`config.mk`:
```
export PLATFORM = sky130hd
export DESIGN_NAME = stopwatch_ctrl
export DESIGN_NICKNAME = d
export VERILOG_FILES = /design/src/rtl/stopwatch_ctrl.sv
export SDC_FILE = /design/constraint.sdc
export NUM_CORES = 1
export LEC_CHECK = 0
export ABC_AREA = 1
export CAP_MARGIN = 15
export CORE_UTILIZATION = 50
export CTS_BUF_LIST = sky130_fd_sc_hd__clkbuf_16
export CTS_CLUSTER_SIZE = 8
export DETAILED_ROUTE_END_ITERATION = 6
export HOLD_SLACK_MARGIN = 0.05
export PLACE_DENSITY = 0.7
export SLEW_MARGIN = 25
export SYNTH_ARGS = -nofsm -noshare
export SYNTH_HDL_FRONTEND = slang
export SYNTH_SLANG_ARGS = --single-unit
```
`constraint.sdc`:
```
create_clock -name clk -period 1.8 [get_ports clk]
set_input_delay 0.18 -clock clk [delete_from_list [all_inputs] [get_ports clk]]
set_output_delay 0.18 -clock clk [all_outputs]
set_load 0.005 [all_outputs]
```
`src/rtl/stopwatch_ctrl.sv`:
```
// Stopwatch control: debounced start/stop and lap/clear buttons
// drive a four-state FSM and a 0.01 s tick divider.
module stopwatch_ctrl #(
   parameter int TICK_DIV   = 500000,
   parameter int QUICK_DIV  = 5000,
   parameter int DEB_CYCLES = 1000000
) (
   input  logic       clk,
   input  logic       rst,
   input  logic       start_stop,
   input  logic       lap_clr,
   input  logic       quick,
   output logic       tick,
   output logic       clr,
   output logic       hold,
   output logic [1:0] state
);

   localparam int MAXD = (TICK_DIV > QUICK_DIV) ? TICK_DIV : QUICK_DIV;
   localparam int W    = $clog2(MAXD + 1);
   localparam int DW   = $clog2(DEB_CYCLES + 1);

   typedef enum logic [1:0] {
      IDLE  = 2'd0,
      RUN   = 2'd1,
      PAUSE = 2'd2,
      LAP   = 2'd3
   } st_t;

   st_t st, st_n;

   // Bit 0 is start_stop, bit 1 is lap_clr.
   logic [1:0]    raw, s1, s2, deb, deb_q, ev;
   logic [DW-1:0] dcnt [2];
   logic [W-1:0]  div, lim;
   logic          act, act_n, wrap;

   assign raw = {lap_clr, start_stop};

   always_ff @(posedge clk) begin
      if (rst) begin
         s1    <= '0;
         s2    <= '0;
         deb   <= 2'b11;
         deb_q <= 2'b11;
         ev    <= '0;
         for (int i = 0; i < 2; i++) dcnt[i] <= '0;
      end else begin
         s1    <= raw;
         s2    <= s1;
         deb_q <= deb;
         ev    <= deb & ~deb_q;
         for (int i = 0; i < 2; i++) begin
            if (s2[i] == deb[i]) begin
               dcnt[i] <= '0;
            end else if (dcnt[i] == DW'(DEB_CYCLES - 1)) begin
               deb[i]  <= s2[i];
               dcnt[i] <= '0;
            end else begin
               dcnt[i] <= dcnt[i] + 1'b1;
            end
         end
      end
   end

   // Start has priority; a simultaneous lap event is dropped.
   always_comb begin
      st_n = st;
      unique case (st)
         IDLE:  if (ev[0]) st_n = RUN;
         RUN:   if (ev[0]) st_n = PAUSE;
                else if (ev[1]) st_n = LAP;
         LAP:   if (ev[0]) st_n = PAUSE;
                else if (ev[1]) st_n = RUN;
         PAUSE: if (ev[0]) st_n = RUN;
                else if (ev[1]) st_n = IDLE;
      endcase
   end

   assign act   = (st == RUN) || (st == LAP);
   assign act_n = (st_n == RUN) || (st_n == LAP);
   assign lim   = quick ? W'(QUICK_DIV - 1) : W'(TICK_DIV - 1);
   // Only count across edges that stay in RUN/LAP, so a pause freezes
   // the phase and no tick lands in PAUSE or IDLE.
   assign wrap  = act && act_n && (div >= lim);

   always_ff @(posedge clk) begin
      if (rst) begin
         st   <= IDLE;
         div  <= '0;
         tick <= 1'b0;
         clr  <= 1'b0;
         hold <= 1'b0;
      end else begin
         st   <= st_n;
         tick <= wrap;
         clr  <= (st == PAUSE) && (st_n == IDLE);
         hold <= (st_n == LAP);
         if ((st == IDLE) || (st_n == IDLE))
            div <= '0;
         else if (act && act_n)
            div <= wrap ? '0 : div + 1'b1;
      end
   end

   assign state = st;

endmodule
```
==> out/results.md <==
| Item | Value |
| --- | --- |
| Element type at the critical path start | flip-flop |
| Final number of max-transition violations | 0 |
| Avg Cell Area, Syn | 8.08 µm² |
| Number of max-cap violations | 0 |
| Beginning of the worst register-to-register path | dcnt[0][0]$_SDFFCE_PN0P_ |
| Pin count of the biggest net entering global routing | 21 |
| Worst Hold Depth | 3 |
| Global-route wire length before repair | 14800 µm |
| Setup CP Type | reg2reg |
| Worst hold-check slack | 0.370 ns |
| CTS buffer count | 9 |
| Xor and xnor area share after synthesis | 5.12% |
| Post-detailed-route DRC marker count | 0 |
| Post-synthesis register bit count | 74 |
| Final count of hold timing violations | 0 |
| Multi-input combinational cell area | 2380 µm² |
| Setup_tns | 0 ns |
| Number of standard cells after synthesis | 529 |
| Area of the die | 8920 µm² |
| Clk pin slew, worst setup/hold paths | 0.06 ns |
| Final nets | 633 |
| Combined area of all synthesized cells | 4270 µm² |
| Post-Synth Adder-Cell Area | 3.81% |
| Worst R2R Path Depth | 9 |
| Most common cell after layout, fill and taps aside | sky130_fd_sc_hd__nand2_1 |
| Core Area | 8260 µm² |
| Type of the worst min-delay path | in2reg |
| Via/cell ratio | 5.00 |
| Max IR drop VDD | 0.000466 V |
| Placed Instances | 706 |
| Utilization of the core after routing | 63.5% |
| Number of antenna violations at the first check in global routing | 0 |
| Period utilization | 95.4% |
| Diode count | 0 |
| Clock H-tree levels | 3 |
| Total number of vias | 3627 |
| Iter 0 DRT Violations | 145 |
| Total Routing Usage GR | 21.4% |
| Main combinational cell family by area after synthesis | simple AND/OR/NAND/NOR gates |
| Fraction of layout instances using a drive strength above 1 | 18.2% |
| Remaining antenna violation count after routing | 0 |
| Area growth, synth to finish | 22.7% |
| Synth async-reset ratio | 0% |
| CP Data Arrival Time | 1.80 ns |
| Reported leakage power | 0.00215 µW |
| Origin of the worst min-delay path | start_stop |
| Type of element capturing the critical path | flip-flop |
| Buffers from clock root to sink, at most | 2 |
| Insertion delay of the later-clocked pin in the worst-skew pair | 0.33 ns |
| Residual overflow from global routing | 0 |
| Share of the synthesized area in the top cell type | 28.1% |
| Skew final | 0.0108 ns |
| Max Freq | 0.582 GHz |
| Floorplan die width | 94.4 µm |
| Share of the synthesized area in compound gates (AO/OA/AOI/OAI) | 3.75% |
| Outcome | finished, final reports clean |
| Unique cell type count in the Yosys netlist | 39 |
| Terminus of the critical flop-to-flop path | dcnt[0][13]$_SDFFCE_PN0P_ |
| Number of setup violations in the final report | 0 |
| Filler-free cell count of the finished design | 725 |
| Most common flop cell mapped by yosys | sky130_fd_sc_hd__edfxtp_1 |
| Clock net sink count | 74 |
| Warnings, synthesis | 0 |
| HPWL after detailed placement | 6400 µm |
| Number of rows in the core area | 33 |
| Fillers | 733 |
| Simple-gate area share of the yosys netlist | 36.5% |
| Count of flip-flops with a built-in enable after synthesis | 40 |
| Commonest cells after routing, fill and taps aside | sky130_fd_sc_hd__nand2_1, sky130_fd_sc_hd__nor2_1, sky130_fd_sc_hd__inv_1 |
| Crit path max fanout | 3 |
| Quantity of hold-fixing buffers added after cts | 0 |
| Drt first pass iters | 5 |
| Sequential cell area fraction in the yosys report | 44.0% |
| Post-synthesis cell type with the largest combined area | sky130_fd_sc_hd__edfxtp_1 |
| Sequential cell area | 1880 µm² |
| Average wire per cell in the routed design | 12.2 µm |
| Clock Root Buffer | sky130_fd_sc_hd__clkbuf_16 |
| P per Cell Area | 751 nW/µm² |
| RD Place Congestion | 0.847 |
| Final WL | 8840 µm |
| Reg2Reg Setup Slack | 0.08 ns |
| Number of input and output port buffers inserted | 9 |
| Endpoint with the worst hold slack | s1[0]$_SDFF_PP0_ |
| Vertical die dimension | 94.4 µm |
| Starting utilization of the core area | 51.7% |
| Clock tree from TritonCTS | built |
| Most area-consuming cells after synthesis | sky130_fd_sc_hd__edfxtp_1, sky130_fd_sc_hd__dfxtp_1, sky130_fd_sc_hd__nand2_1 |
| Data required time at the worst endpoint | 1.88 ns |
| Final min period | 1.72 ns |
| Fraction of synthesized area in multiplexers | 0% |
| Ports placed on the boundary | 10 |
| Number of global-route vias before repair | 3342 |
-- report_power, final --
group	internal [µW]	total, µW	switching (µW)
Combinational	107	270	163
Sequential	1850	1910	56.4
Clock	1060	1760	701
-- critical path, stage by stage (launching register included) --
cell and delay [ns]:
sky130_fd_sc_hd__edfxtp_1 0.38, sky130_fd_sc_hd__ha_2 0.19, sky130_fd_sc_hd__nand2_1 0.08, sky130_fd_sc_hd__nor2_2 0.13, sky130_fd_sc_hd__nand2_2 0.09, sky130_fd_sc_hd__nor2_4 0.15, sky130_fd_sc_hd__nand3_4 0.15, sky130_fd_sc_hd__buf_4 0.18
sky130_fd_sc_hd__nand3_1 0.08, sky130_fd_sc_hd__nor2_1 0.04
-- per-layer routing --
| layer | up-vias | track usage [%] | share of wire (%) |
|---|---|---|---|
| met3 | 16 | 3.46 | 4.6 |
| met2 | 74 | 34.7 | 47 |
| met4 | 0 | 9.49 | 2.2 |
| met1 | 1659 | 28.0 | 46 |
| li1 | 1878 | - | - |
| met5 | - | 0 | 0 |
-- worst max-delay path by stage --
stage,slack (ns),start,cells after the start,end
2_1_floorplan,0.14,dcnt[1][0]$_SDFFCE_PN0P_,9,dcnt[1][10]$_SDFFCE_PN0P_
6_report,0.08,dcnt[0][0]$_SDFFCE_PN0P_,9,dcnt[0][13]$_SDFFCE_PN0P_
3_3_place_gp,-0.33,quick,12,div[18]$_SDFFE_PP0P_
5_1_grt,-0.05,dcnt[0][0]$_SDFFCE_PN0P_,9,dcnt[0][12]$_SDFFCE_PN0P_
3_5_place_dp,-0.41,quick,11,div[8]$_SDFFE_PP0P_
4_1_cts,0.01,quick,12,tick$_SDFF_PP0_
-- cell families (layout without fill, tap and decap cells) --
group                    after synthesis  in the layout
AO/OA/AOI/OAI                         30             30
buffers and inverters                 65            115
AND/OR/NAND/NOR                      321            323
adder cells (fa/ha/maj)               13             13
flip-flops                            74             74
other                                  1             40
XOR/XNOR                              25             25
-- cells in the mapped netlist, types with 4 or more instances --
library cell and number:
sky130_fd_sc_hd__nand2_1 105, sky130_fd_sc_hd__nand4_1 15, sky130_fd_sc_hd__nand3_1 27, sky130_fd_sc_hd__xnor2_1 7, sky130_fd_sc_hd__ha_1 13, sky130_fd_sc_hd__nor2_4 4
sky130_fd_sc_hd__o21ai_0 8, sky130_fd_sc_hd__nor2_2 16, sky130_fd_sc_hd__edfxtp_1 40, sky130_fd_sc_hd__nor2_1 94, sky130_fd_sc_hd__nor3b_1 6, sky130_fd_sc_hd__a21oi_1 16
sky130_fd_sc_hd__nor3_1 18, sky130_fd_sc_hd__nand2_2 9, sky130_fd_sc_hd__xor2_1 18, sky130_fd_sc_hd__inv_1 54, sky130_fd_sc_hd__nor3_2 9, sky130_fd_sc_hd__dfxtp_1 34
-- metrics by stage --
stage,instance area (µm²),power (µW),setup WS (ns)
finish,5240,3940,0.0829
global placement,4820,2180,-0.334
global route,5240,4070,-0.0492
CTS,5140,3930,0.0114
detailed placement,4820,2190,-0.408
floorplan,4420,2100,0.142
-- sequential cells by signal, indices dropped and copies added, names as in the netlist --
register / count
hold: 1
deb_q: 2
clr: 1
s2: 2
deb: 2
tick: 1
ev: 2
div: 19
dcnt: 40
s1: 2
state: 2
-- layout make-up --
class                   instances  area share [%]
clock buffers                   9            4.29
clock inverters                 7            1.19
inverters                      59            4.27
multi-input cells             431            45.4
flip-flops and latches         74            35.9
well taps                     105            2.51
repair buffers                 40            6.44
-- repair_timing --
item	in CTS	in global routing
pin swaps	1	8
gates resized for setup	4	22
setup endpoints to repair	19	60
cloned	1	1
endpoints found under the hold margin	0	0
buffers inserted	0	1
No activity file was read; power rests on OpenSTA's default activity.
